### src/rtl/bus_store_arbiter_if.sv
// Store-bus arbitration interface: request/grant lines plus the shared-side
// AXI write handshakes that the arbiter observes.
interface bus_store_arbiter_if;
  logic m0_req;
  logic m1_req;
  logic awvalid;
  logic awready;
  logic wvalid;
  logic wready;
  logic wlast;
  logic bvalid;
  logic bready;
  logic m0_grnt;
  logic m1_grnt;
  logic busy;
  logic wdog_err;

  modport master (
    input  m0_req, m1_req,
    input  awvalid, awready, wvalid, wready, wlast, bvalid, bready,
    output m0_grnt, m1_grnt, busy, wdog_err
  );

  modport slave (
    output m0_req, m1_req,
    output awvalid, awready, wvalid, wready, wlast, bvalid, bready,
    input  m0_grnt, m1_grnt, busy, wdog_err
  );
endinterface

### src/rtl/bus_store_arbiter.sv
// Two-master arbiter for the shared AXI store bus. A grant covers one whole
// write (AW, W through wlast, B) and a sticky watchdog flags hung grants.
module bus_store_arbiter #(
  parameter bit          RR_EN       = 1'b1,
  parameter int unsigned WDOG_CYCLES = 1024,
  parameter int unsigned WDOG_W      = 11
) (
  input  logic               clk,
  input  logic               rst,
  bus_store_arbiter_if.master bus
);

  typedef enum logic [1:0] {
    IDLE = 2'd0,
    GNT0 = 2'd1,
    GNT1 = 2'd2
  } state_t;

  localparam bit              WDOG_EN   = (WDOG_CYCLES != 0);
  localparam logic [WDOG_W-1:0] WDOG_MAX  = WDOG_W'(WDOG_CYCLES);
  localparam logic [WDOG_W-1:0] WDOG_TRIP = WDOG_W'(WDOG_CYCLES - 1);

  state_t              state_r, state_s;
  logic                aw_done_r, aw_done_s;
  logic                w_done_r, w_done_s;
  logic                last_grnt_r, last_grnt_s;
  logic [WDOG_W-1:0]   wdog_cnt_r, wdog_cnt_s;
  logic                wdog_err_r, wdog_err_s;
  logic                m0_grnt_r, m1_grnt_r, busy_r;
  logic                aw_hs_s, wl_hs_s, b_hs_s;
  logic                release_s, pick_m1_s;

  assign aw_hs_s = bus.awvalid & bus.awready;
  assign wl_hs_s = bus.wvalid & bus.wready & bus.wlast;
  assign b_hs_s  = bus.bvalid & bus.bready;

  // Next-state, completion flags and watchdog
  always_comb begin
    state_s     = state_r;
    aw_done_s   = aw_done_r;
    w_done_s    = w_done_r;
    last_grnt_s = last_grnt_r;
    wdog_cnt_s  = wdog_cnt_r;
    wdog_err_s  = wdog_err_r;
    release_s   = 1'b0;
    pick_m1_s   = 1'b0;
    case (state_r)
      IDLE: begin
        // last_grnt: 0 = m0 last, 1 = m1 last; a tie goes to the other one
        if (bus.m0_req && bus.m1_req) begin
          if (RR_EN) begin
            pick_m1_s = ~last_grnt_r;
          end else begin
            pick_m1_s = 1'b0;
          end
        end else begin
          pick_m1_s = bus.m1_req;
        end
        if (bus.m0_req || bus.m1_req) begin
          state_s     = pick_m1_s ? GNT1 : GNT0;
          last_grnt_s = pick_m1_s;
          aw_done_s   = 1'b0;
          w_done_s    = 1'b0;
          wdog_cnt_s  = {WDOG_W{1'b0}};
        end else begin
          state_s = IDLE;
        end
      end
      GNT0, GNT1: begin
        aw_done_s = aw_done_r | aw_hs_s;
        w_done_s  = w_done_r | wl_hs_s;
        release_s = b_hs_s & aw_done_s & w_done_s;
        if (release_s) begin
          state_s = IDLE;
        end else begin
          state_s = state_r;
        end
        if (WDOG_EN) begin
          if (wdog_cnt_r != WDOG_MAX) begin
            wdog_cnt_s = wdog_cnt_r + WDOG_W'(1);
          end else begin
            wdog_cnt_s = wdog_cnt_r;
          end
          // The grant is never revoked here: cutting a live AXI burst is worse
          if ((wdog_cnt_r == WDOG_TRIP) && !release_s) begin
            wdog_err_s = 1'b1;
          end else begin
            wdog_err_s = wdog_err_r;
          end
        end else begin
          wdog_cnt_s = wdog_cnt_r;
          wdog_err_s = wdog_err_r;
        end
      end
      default: begin
        state_s = IDLE;
      end
    endcase
  end

  // State, flags and registered outputs
  always_ff @(posedge clk or posedge rst) begin
    if (rst) begin
      state_r     <= IDLE;
      aw_done_r   <= 1'b0;
      w_done_r    <= 1'b0;
      last_grnt_r <= 1'b1;
      wdog_cnt_r  <= {WDOG_W{1'b0}};
      wdog_err_r  <= 1'b0;
      m0_grnt_r   <= 1'b0;
      m1_grnt_r   <= 1'b0;
      busy_r      <= 1'b0;
    end else begin
      state_r     <= state_s;
      aw_done_r   <= aw_done_s;
      w_done_r    <= w_done_s;
      last_grnt_r <= last_grnt_s;
      wdog_cnt_r  <= wdog_cnt_s;
      wdog_err_r  <= wdog_err_s;
      m0_grnt_r   <= (state_s == GNT0);
      m1_grnt_r   <= (state_s == GNT1);
      busy_r      <= (state_s != IDLE);
    end
  end

  assign bus.m0_grnt  = m0_grnt_r;
  assign bus.m1_grnt  = m1_grnt_r;
  assign bus.busy     = busy_r;
  assign bus.wdog_err = wdog_err_r;

endmodule

### src/flat_wrapper.sv
// flat-port wrapper written by rule: the top's interface ports become plain ports
module bus_store_arbiter_flat 
#(
  parameter bit          RR_EN       = 1'b1,
  parameter int unsigned WDOG_CYCLES = 1024,
  parameter int unsigned WDOG_W      = 11
)
  (clk, rst, bus_m0_req, bus_m1_req, bus_awvalid, bus_awready, bus_wvalid, bus_wready, bus_wlast, bus_bvalid, bus_bready, bus_m0_grnt, bus_m1_grnt, bus_busy, bus_wdog_err);
  bus_store_arbiter_if bus_i ();
  input  logic clk;
  input  logic rst;
  input wire logic [$bits(bus_i.m0_req)-1:0] bus_m0_req;
  input wire logic [$bits(bus_i.m1_req)-1:0] bus_m1_req;
  input wire logic [$bits(bus_i.awvalid)-1:0] bus_awvalid;
  input wire logic [$bits(bus_i.awready)-1:0] bus_awready;
  input wire logic [$bits(bus_i.wvalid)-1:0] bus_wvalid;
  input wire logic [$bits(bus_i.wready)-1:0] bus_wready;
  input wire logic [$bits(bus_i.wlast)-1:0] bus_wlast;
  input wire logic [$bits(bus_i.bvalid)-1:0] bus_bvalid;
  input wire logic [$bits(bus_i.bready)-1:0] bus_bready;
  output wire logic [$bits(bus_i.m0_grnt)-1:0] bus_m0_grnt;
  output wire logic [$bits(bus_i.m1_grnt)-1:0] bus_m1_grnt;
  output wire logic [$bits(bus_i.busy)-1:0] bus_busy;
  output wire logic [$bits(bus_i.wdog_err)-1:0] bus_wdog_err;
  assign bus_i.m0_req = bus_m0_req;
  assign bus_i.m1_req = bus_m1_req;
  assign bus_i.awvalid = bus_awvalid;
  assign bus_i.awready = bus_awready;
  assign bus_i.wvalid = bus_wvalid;
  assign bus_i.wready = bus_wready;
  assign bus_i.wlast = bus_wlast;
  assign bus_i.bvalid = bus_bvalid;
  assign bus_i.bready = bus_bready;
  assign bus_m0_grnt = bus_i.m0_grnt;
  assign bus_m1_grnt = bus_i.m1_grnt;
  assign bus_busy = bus_i.busy;
  assign bus_wdog_err = bus_i.wdog_err;
  bus_store_arbiter #(.RR_EN(RR_EN), .WDOG_CYCLES(WDOG_CYCLES), .WDOG_W(WDOG_W)) u_core (.clk(clk), .rst(rst), .bus(bus_i));
endmodule
### config.mk
export PLATFORM = sky130hd
export DESIGN_NAME = bus_store_arbiter_flat
export DESIGN_NICKNAME = d
export VERILOG_FILES = /design/src/rtl/bus_store_arbiter_if.sv /design/src/rtl/bus_store_arbiter.sv /design/src/flat_wrapper.sv
export SDC_FILE = /design/constraint.sdc
export NUM_CORES = 1
export LEC_CHECK = 0
export CAP_MARGIN = 10
export CORE_UTILIZATION = 57
export CTS_CLUSTER_SIZE = 24
export DETAILED_ROUTE_END_ITERATION = 16
export HOLD_SLACK_MARGIN = 0.02
export MAX_ROUTING_LAYER = met4
export PLACE_DENSITY = 0.82
export SETUP_SLACK_MARGIN = 0.15
export SLEW_MARGIN = 10
export SYNTH_ARGS = -nofsm -noshare
export SYNTH_HDL_FRONTEND = slang
export SYNTH_SLANG_ARGS = --single-unit
### constraint.sdc
create_clock -name clk -period 2.59 [get_ports clk]
set_input_delay 0.3885 -clock clk [delete_from_list [all_inputs] [get_ports clk]]
set_output_delay 0.3885 -clock clk [all_outputs]
set_load 0.02 [all_outputs]
==> metrics <==
outcome finished clean; R2R cell count 6; initial DRC count 35; setup violators final 0; Max Cap Viol 0; Period minus WS final 1.981 ns; worst skew pair latency 0.30 ns; RSZ-0062 raised after global routing false; mapped cell area 0.001119 mm²; DR vias 994; Setup Buffers After CTS 0; post-synth top area cell dfrtp_1; GRT Overall Usage 26.05%; CP delay by family, top simple AND/OR/NAND/NOR gates; Setup Slack @ Placement 0.5079 ns; # IOs 15; ANT cells 0; GRT overflow 0; via-per-instance ratio 6.291; dpl hpwl 1755 µm; pin count of the biggest net entering global routing 21; core area 0.001783 mm²; Leak 0.5671 nW; CTS clk-pin slew, worst paths 0.10 ns; Slew Limit Fails 0; Worst EP arrival 2.16 ns; worst r2r src u_core.state_r[0]$_DFF_PP0_; CP max stage delay 0.49 ns; synthesized area per cell 9.560 µm²; Worst-Margin Slew 0.7666 ns; CP Class reg -> reg; crit path from u_core.state_r[0]$_DFF_PP0_; Worst path depth 6; nets 149; top post-synthesis cells by area dfrtp_1, ha_1, o21ai_0, nand2_1, a21oi_1; reg2reg end u_core.wdog_cnt_r[10]$_DFFE_PP0P_; Multi-input gate area 570.5 µm²; yosys warns 0; Clock Skew 0.01433 ns; crit-path cells inv_1 > ha_1 > and4bb_1 > nand3_2 > nor4b_1 > a311o_1; total CTS buffers 3; PwrDens 815.1 mW/mm²; DR WL/cell 14.94 µm; Critical Path Fanout Max 12; Syn Nets 132; FMAX 0.5048 GHz; setup TNS 0 ns; element type at the critical path end flip-flop; routed wire length 2360 µm; chip width 46.30 µm; worst rel slew slack 48.84%; Final WS setup 0.6090 ns; crit path buf inv count 1; # H-tree levels 1; final hold vios 0; share of cells above drive strength 1 9.023%; # rows 15; clock sink count 20; R2R setup slack 0.61 ns; Routed Antenna Nets 0; post_cts resized 0; Most used DFF post-synth dfrtp_1; commonest non-fill, non-tap cell in the layout dfrtp_1; Min-Delay Path Class reg -> reg; #FFs+latches synth 20; Die Ht 46.30 µm; Pre-Repair DR Iteration Count 4; initial core utilization 62.74%; Clk Tree Root Cell clkbuf_4; post-synthesis async set-or-reset flop share 100.0%; die area 0.002144 mm²; fin crit share 76.48%; PortBufs 14; Worst Path Required 2.77 ns; Post-synth EDFFs 0; last element of the critical path u_core.wdog_cnt_r[10]$_DFFE_PP0P_; vias in the first global route 875; Residual DRC 0; TritonCTS clock tree yes; antenna violations before repair 0; Longest Clk Path Bufs 2; first-pass GRT wire length 3760 µm; Area growth syn-to-layout 16.89%; Yosys top cell area share 42.51%; FILL cells 133; Final GP Congestion 0.8657; Worst setup SP type flip-flop; post-synthesis cell type count 39; CP max-delay cell ha_1; most frequent cells in the layout dfrtp_1, clkdlybuf4s50_1, nand2_1, o21ai_0; Pwr Total 1.066 mW; VDD IR-drop max 510.1 µV; register area share after synthesis 44.85%; CTS Hold Bufs 0; gate count after technology mapping 117; FF+latch area 501.7 µm²
## flip-flops by register name, indices dropped and copies added, names as in the netlist
signal and count:
u_core.bus.wdog_err 1, u_core.bus.busy 1, u_core.bus.m0_grnt 1, u_core.aw_done_r 1, u_core.w_done_r 1, u_core.wdog_cnt_r 11, u_core.bus.m1_grnt 1, u_core.last_grnt_r 1
u_core.state_r 2
## kinds of logic after synthesis
group	count (synthesis)	synth area share, %
buffers and inverters	11	4.138
DFF	20	44.86
and+or+nand+nor	43	22.71
AOI/OAI and AO/OA	38	22.93
adders and majority gates	4	4.474
muxes	1	0.8949
## worst min path at each step
stage | start | to | slack (ns) | cells past startpoint
final | u_core.bus.wdog_err$_DFFE_PP0P_ | u_core.bus.wdog_err$_DFFE_PP0P_ | 0.48 | 2
after global routing | u_core.bus.wdog_err$_DFFE_PP0P_ | u_core.bus.wdog_err$_DFFE_PP0P_ | 0.51 | 2
after CTS | u_core.bus.wdog_err$_DFFE_PP0P_ | u_core.bus.wdog_err$_DFFE_PP0P_ | 0.48 | 2
after detailed placement | u_core.bus.wdog_err$_DFFE_PP0P_ | u_core.bus.wdog_err$_DFFE_PP0P_ | 0.46 | 2
after global placement | u_core.bus.wdog_err$_DFFE_PP0P_ | u_core.bus.wdog_err$_DFFE_PP0P_ | 0.46 | 2
after floorplan | rst | u_core.aw_done_r$_DFFE_PP0P_ | 0.35 | 1
## Yosys cell counts (all sizes together) (2+ instances only)
master / count
a21oi: 9
a31oi: 3
and2: 3
and3: 3
buf: 2
dfrtp: 19
ha: 4
inv: 8
nand2: 13
nand3: 6
nand4: 3
nor2: 5
nor3: 2
nor4b: 2
o21ai: 10
o311ai: 2
o31a: 2
o31ai: 5
or4: 2
## per-layer routing
metal,part of all wire [%],up-vias,GRT usage [%],wire (µm)
met2,49,38,40.28,1147
met4,0.30,0,9.412,7
met3,7.3,2,5.098,172
li1,-,468,-,-
met5,0,-,-,0
met1,44,486,33.58,1032
## power breakdown
group | switching (mW) | internal, mW
logic | 0.282 | 0.201
registers | 0.0468 | 0.382
clock network | 0.0942 | 0.0600
total | 0.423 | 0.643
## per-stage QoR
step | hold slack, ns | instances | instance area, µm² | utilization (%)
2_1_floorplan | 0.3516 | 117 | 1119 | -
3_3_place_gp | 0.4585 | 154 | 1281 | 71.86
3_5_place_dp | 0.4584 | 154 | 1281 | 71.86
4_1_cts | 0.4835 | 158 | 1308 | 73.33
5_1_grt | 0.5090 | 158 | 1308 | 73.33
6_report | 0.4768 | 158 | 1308 | 73.33
## area by class of cell
type / count / share of cell area (%)
multi-input cells: 86 / 43.64
repair buffers: 15 / 11.29
well taps: 25 / 2.392
flip-flops and latches: 20 / 38.37
inverters: 8 / 2.297
clock buffers: 4 / 2.010
## worst reg2reg max path, cell delays in order (launching register included)
cell and delay (ns):
dfrtp_1 0.41, inv_1 0.06, ha_1 0.49, and4bb_1 0.28, nand3_2 0.14, nor4b_1 0.18
a311o_1 0.31
(Power assumes the default switching activity.)
